`config.mk`:
```
export PLATFORM = sky130hd
export DESIGN_NAME = led_pattern_gen
export DESIGN_NICKNAME = d
export VERILOG_FILES = /design/src/rtl/led_pkg.sv /design/src/rtl/led_prescaler.sv /design/src/rtl/led_pattern_gen.sv
export SDC_FILE = /design/constraint.sdc
export NUM_CORES = 1
export LEC_CHECK = 0
export CAP_MARGIN = 10
export CORE_UTILIZATION = 30
export DETAILED_ROUTE_END_ITERATION = 12
export GPL_TIMING_DRIVEN = 0
export HOLD_SLACK_MARGIN = 0.12
export PLACE_DENSITY = 0.56
export SLEW_MARGIN = 20
export SYNTH_ARGS = -nofsm -noshare
export SYNTH_HDL_FRONTEND = slang
export SYNTH_SLANG_ARGS = --single-unit
```
`constraint.sdc`:
```
create_clock -name clk -period 4.88 [get_ports clk]
set_input_delay 0.732 -clock clk [delete_from_list [all_inputs] [get_ports clk]]
set_output_delay 0.732 -clock clk [all_outputs]
set_load 0.02 [all_outputs]
```
`src/rtl/led_pkg.sv`:
```
// Shared types for the LED pattern generator: pattern modes and
// bounce direction encodings.
package led_pkg;

  typedef enum logic [1:0] {
    BLINK    = 2'd0,
    RUN      = 2'd1,
    PINGPONG = 2'd2,
    FILL     = 2'd3
  } led_mode_t;

  localparam logic DIR_UP = 1'b0;
  localparam logic DIR_DN = 1'b1;

endpackage

```
`src/rtl/led_prescaler.sv`:
```
// Free-running prescaler with synchronous clear; tick is a decode of the
// registered count, so it lasts exactly one enabled cycle per period.
module led_prescaler #(
  parameter int               CNT_W   = 25,
  parameter logic [CNT_W-1:0] CNT_MAX = 25'd24_999_999
) (
  input  logic             clk,
  input  logic             rst,
  input  logic             en,
  input  logic             clr,
  output logic [CNT_W-1:0] cnt,
  output logic             tick
);

  assign tick = en && (cnt == CNT_MAX);

  // Clear beats enable so a mode load restarts the period even while frozen.
  always_ff @(posedge clk or posedge rst) begin
    if (rst) begin
      cnt <= '0;
    end else if (clr) begin
      cnt <= '0;
    end else if (en) begin
      if (cnt == CNT_MAX) begin
        cnt <= '0;
      end else begin
        cnt <= cnt + CNT_W'(1);
      end
    end
  end

endmodule

```
`src/rtl/led_pattern_gen.sv`:
```
// LED pattern generator: the prescaler tick advances one of four patterns
// across LED_NUM LEDs; mode_wr reloads the mode and restarts its period.
module led_pattern_gen
  import led_pkg::*;
#(
  parameter int               LED_NUM    = 4,
  parameter int               CNT_W      = 25,
  parameter logic [CNT_W-1:0] CNT_MAX    = 25'd24_999_999,
  parameter bit               ACTIVE_LOW = 1'b1
) (
  input  logic               clk,
  input  logic               rst,
  input  logic               en,
  input  logic [1:0]         mode,
  input  logic               mode_wr,
  output logic [LED_NUM-1:0] led,
  output logic               tick,
  output logic [1:0]         cur_mode
);

  led_mode_t          mode_q, mode_nxt;
  logic [LED_NUM-1:0] pat, pat_nxt;
  logic               dir, dir_nxt;
  logic [CNT_W-1:0]   cnt;

  led_prescaler #(
    .CNT_W  (CNT_W),
    .CNT_MAX(CNT_MAX)
  ) u_prescaler (
    .clk (clk),
    .rst (rst),
    .en  (en),
    .clr (mode_wr),
    .cnt (cnt),
    .tick(tick)
  );

  always_ff @(posedge clk or posedge rst) begin
    if (rst) begin
      mode_q <= BLINK;
      pat    <= '0;
      dir    <= DIR_UP;
    end else begin
      mode_q <= mode_nxt;
      pat    <= pat_nxt;
      dir    <= dir_nxt;
    end
  end

  // A mode load takes priority over a coincident tick, discarding that step.
  always_comb begin
    mode_nxt = mode_q;
    pat_nxt  = pat;
    dir_nxt  = dir;
    if (mode_wr) begin
      mode_nxt = led_mode_t'(mode);
      dir_nxt  = DIR_UP;
      case (led_mode_t'(mode))
        RUN, PINGPONG: pat_nxt = LED_NUM'(1);
        default:       pat_nxt = '0;
      endcase
    end else if (tick) begin
      case (mode_q)
        BLINK: pat_nxt = ~pat;
        RUN:   pat_nxt = (pat << 1) | (pat >> (LED_NUM - 1));
        PINGPONG: begin
          // Direction flips on the step that lands on an end bit.
          if (LED_NUM == 1) begin
            pat_nxt = pat;
          end else if (dir == DIR_UP) begin
            pat_nxt = pat << 1;
            if (pat_nxt[LED_NUM-1]) dir_nxt = DIR_DN;
          end else begin
            pat_nxt = pat >> 1;
            if (pat_nxt[0]) dir_nxt = DIR_UP;
          end
        end
        FILL:    pat_nxt = (&pat) ? '0 : ((pat << 1) | LED_NUM'(1));
        default: pat_nxt = pat;
      endcase
    end
  end

  assign led      = ACTIVE_LOW ? ~pat : pat;
  assign cur_mode = mode_q;

endmodule

```
==> flow_metrics.env <==
export IMPL_core_um2=5640
export IMPL_place_gp_congestion=0.799
export IMPL_syn2layout_area_growth_pct=19.5
export IMPL_fin_crit_ns=3.54
export IMPL_critPathLaunchType="input pin"
export IMPL_cts_resized=0
export IMPL_track_usage=0.135
export IMPL_max_slew_margin=0.416
export IMPL_crit_top_cell="clkdlybuf4s50_1"
export IMPL_clk_pin_slew_ns=0.07
export IMPL_final_layout_size_suffix_gt1_frac=0.0868
export IMPL_multi_input_area_um2=943
export IMPL_clkLatencyLatePin_ns=0.29
export IMPL_pre_cts_slack_ns=1.34
export IMPL_vias_per_cell=5.09
export IMPL_final_hold_viol_count=0
export IMPL_routed_wirelength_um=3720
export IMPL_cts_sinks=32
export IMPL_port_buffers=12
export IMPL_setup_violations=0
export IMPL_worst_setup_path_type="in -> out"
export IMPL_start_util=0.318
export IMPL_clock_skew_ns=0.00666
export IMPL_cp_end_kind="output port"
export IMPL_mappedNetlistArea_um2=1790
export IMPL_grt_overflow=0
export IMPL_synthDistinctLibCells=40
export IMPL_rr_worst_depth=8
export IMPL_status="completed"
export IMPL_seqCellArea_um2=801
export IMPL_path_buf_inv=4
export IMPL_finalPower_mw=0.603
export IMPL_cts_tree="done"
export IMPL_post_drt_wl_per_cell_um=12.8
export IMPL_comb_power_share=0.076
export IMPL_p_int_mw=0.469
export IMPL_htreeDepth=2
export IMPL_synthCells=199
export IMPL_grt_pass1_vias=1445
export IMPL_cp_data_arrival_time_ns=2.81
export IMPL_cts_inserted_buffers=5
export IMPL_cts_hold_buf=0
export IMPL_synth_ff_type="dfrtp_1"
export IMPL_firstDrtPassIters=4
export IMPL_grt_max_degree=33
export IMPL_leakage_nw=0.847
export IMPL_power_share_clock=0.464
export IMPL_grt_pass1_wl_um=6570
export IMPL_drt_iter0_drc=57
export IMPL_setup_tns_ns=0
export IMPL_post_cts_setup_buffers=0
export IMPL_fmax_ghz=0.282
export IMPL_p_seq_frac=0.460
export IMPL_drc=0
export IMPL_vias=1482
export IMPL_worst_hold_path_type="reg -> reg"
export IMPL_nets=225
export IMPL_max_cap_violations=0
export IMPL_path_cells="clkdlybuf4s50_1, nand4_1, or4b_1, clkbuf_2, inv_1, clkdlybuf4s50_1"
export IMPL_fill_cells=577
export IMPL_period_share=0.725
export IMPL_required_ns=4.15
export IMPL_ys_seq_elements=32
export IMPL_rsz0062_at_grt="false"
export IMPL_ir_drop_v=0.000117
export IMPL_dp_hpwl_um=2550
export IMPL_die_w_um=79.3
export IMPL_yosysWarnings=0
export IMPL_slew_violations=0
export IMPL_power_density_nw_per_um2=281
export IMPL_crit_cells=6
export IMPL_synth_async_reset_ratio=1.00
export IMPL_hold_path_depth=2
export IMPL_synth_edff_count=0
export IMPL_antenna_found_initial=0
export IMPL_die_area_um2=6290
export IMPL_slowest_delay_ns=0.59
export IMPL_ant_nets=0
export IMPL_synth_nets=206
export IMPL_avgSynthCellArea_um2=9.02
export IMPL_io_pins=13
export IMPL_rows=27
export IMPL_setup_slack_ns=1.34
export IMPL_diodes=0
export IMPL_worstPathMaxFanout=7
export IMPL_seq_area_frac_synth=0.446
export IMPL_crit_slowest_cell="clkdlybuf4s50_1"
export IMPL_p_switching_mw=0.134
export IMPL_root_buffer="clkbuf_8"
export IMPL_worstMarginPinSlew_ns=0.869
export IMPL_clockBufferDepth=2
export IMPL_power_switching_share=0.222
export IMPL_crit_family="buffers and inverters"
export IMPL_chipHeight_um=79.3
==> Yosys cell counts (2+ instances only) <==
cell	n	area [um^2]
a21oi_1	8	40.0
nand2_1	12	45.0
mux2_2	2	22.5
and4_1	5	43.8
dfrtp_1	32	801
nand3_1	14	70.1
nor2b_1	2	12.5
nor3_1	3	15.0
nor4_1	2	12.5
o21ai_0	8	40.0
and3_1	4	25.0
nand4_1	10	62.6
inv_1	6	22.5
a31oi_1	2	12.5
nand2b_1	6	37.5
nand3b_1	3	22.5
mux2i_1	2	20.0
nor2_1	30	113
clkbuf_1	6	22.5
xor2_1	16	140
a211oi_1	3	22.5
buf_1	2	7.51
xnor2_1	4	35.0
==> path summary, 6_finish.rpt <==
| kind | from | end | slack, ns |
|---|---|---|---|
| worst max-delay path | en | tick | 1.34 |
| worst max register to register | u_prescaler.cnt[0]$_DFFE_PP0P_ | u_prescaler.cnt[19]$_DFFE_PP0P_ | 2.34 |
| worst min register to register | u_prescaler.cnt[14]$_DFFE_PP0P_ | u_prescaler.cnt[14]$_DFFE_PP0P_ | 0.53 |
| min in group asynchronous | rst | u_prescaler.cnt[13]$_DFFE_PP0P_ | 0.87 |
| max in group asynchronous | rst | u_prescaler.cnt[21]$_DFFE_PP0P_ | 3.58 |
| worst min-delay path | u_prescaler.cnt[14]$_DFFE_PP0P_ | u_prescaler.cnt[14]$_DFFE_PP0P_ | 0.53 |
==> layout by cell type (no fill, tap or decap), types with 3 or more instances in the layout <==
cell / instances
o21ai_0: 8
nor2_1: 30
inv_1: 5
nand2b_1: 6
clkbuf_1: 6
clkbuf_8: 7
xnor2_1: 4
nand4_1: 10
nor3_1: 3
clkdlybuf4s50_1: 12
nand3_1: 14
dfrtp_1: 32
a211oi_1: 3
nand3b_1: 3
xor2_1: 16
a21oi_1: 8
and4_1: 5
and3_1: 4
nand2_1: 12
==> flip-flops by register name (all words and copies together) (netlist names) <==
| signal | count |
|---|---|
| cur_mode | 2 |
| dir | 1 |
| pat | 4 |
| u_prescaler.cnt | 25 |
==> per-stage QoR <==
step | utilization | hold WS, ns | cell area (um^2) | std cells
2_1_floorplan | - | 0.497 | 1790 | 199
3_3_place_gp | 0.355 | 0.519 | 2000 | 283
3_5_place_dp | 0.355 | 0.521 | 2000 | 283
4_1_cts | 0.378 | 0.541 | 2130 | 291
5_1_grt | 0.380 | 0.589 | 2140 | 291
6_report | 0.380 | 0.531 | 2140 | 291
==> worst reg2reg max path, delay by kind of cell, from the launching register on <==
family	cells	cell delay [ns]
buffers and inverters	2	0.45
AND/OR/NAND/NOR	5	1.30
adder cells (fa/ha/maj)	1	0.22
flip-flops	1	0.45
==> area by class of cell <==
cell class / count / share of cell area
Buffer: 10 / 0.0187
Clock buffer: 7 / 0.0450
Clock inverter: 1 / 0.0140
Inverter: 6 / 0.0105
Multi-Input combinational cell: 151 / 0.440
Sequential cell: 32 / 0.374
Tap cell: 72 / 0.0420
Timing Repair Buffer: 12 / 0.0560
==> power by group through the flow <==
stage,clock (mW),sequential [mW],combinational [mW]
floorplan,0,0.282,0.0268
global placement,0,0.282,0.0457
detailed placement,0,0.282,0.0461
CTS,0.290,0.277,0.0465
global route,0.300,0.278,0.0515
finish,0.280,0.277,0.0456
==> cells by family after synthesis <==
family / after synthesis / synth area share
buffers and inverters: 16 / 0.0349
flip-flops: 32 / 0.446
XOR/XNOR: 20 / 0.0976
adder cells (fa/ha/maj): 1 / 0.00697
multiplexers: 4 / 0.0237
AND/OR/NAND/NOR: 100 / 0.303
AO/OA/AOI/OAI: 26 / 0.0879
==> layer usage <==
layer	vias to the layer above	wire length [um]	track usage
met5	-	0	0
met4	0	63	0.0636
met3	6	109	0.0345
met2	23	1670	0.211
met1	709	1880	0.172
li1	744	-	-
No activity file was read; power rests on OpenSTA's default activity.
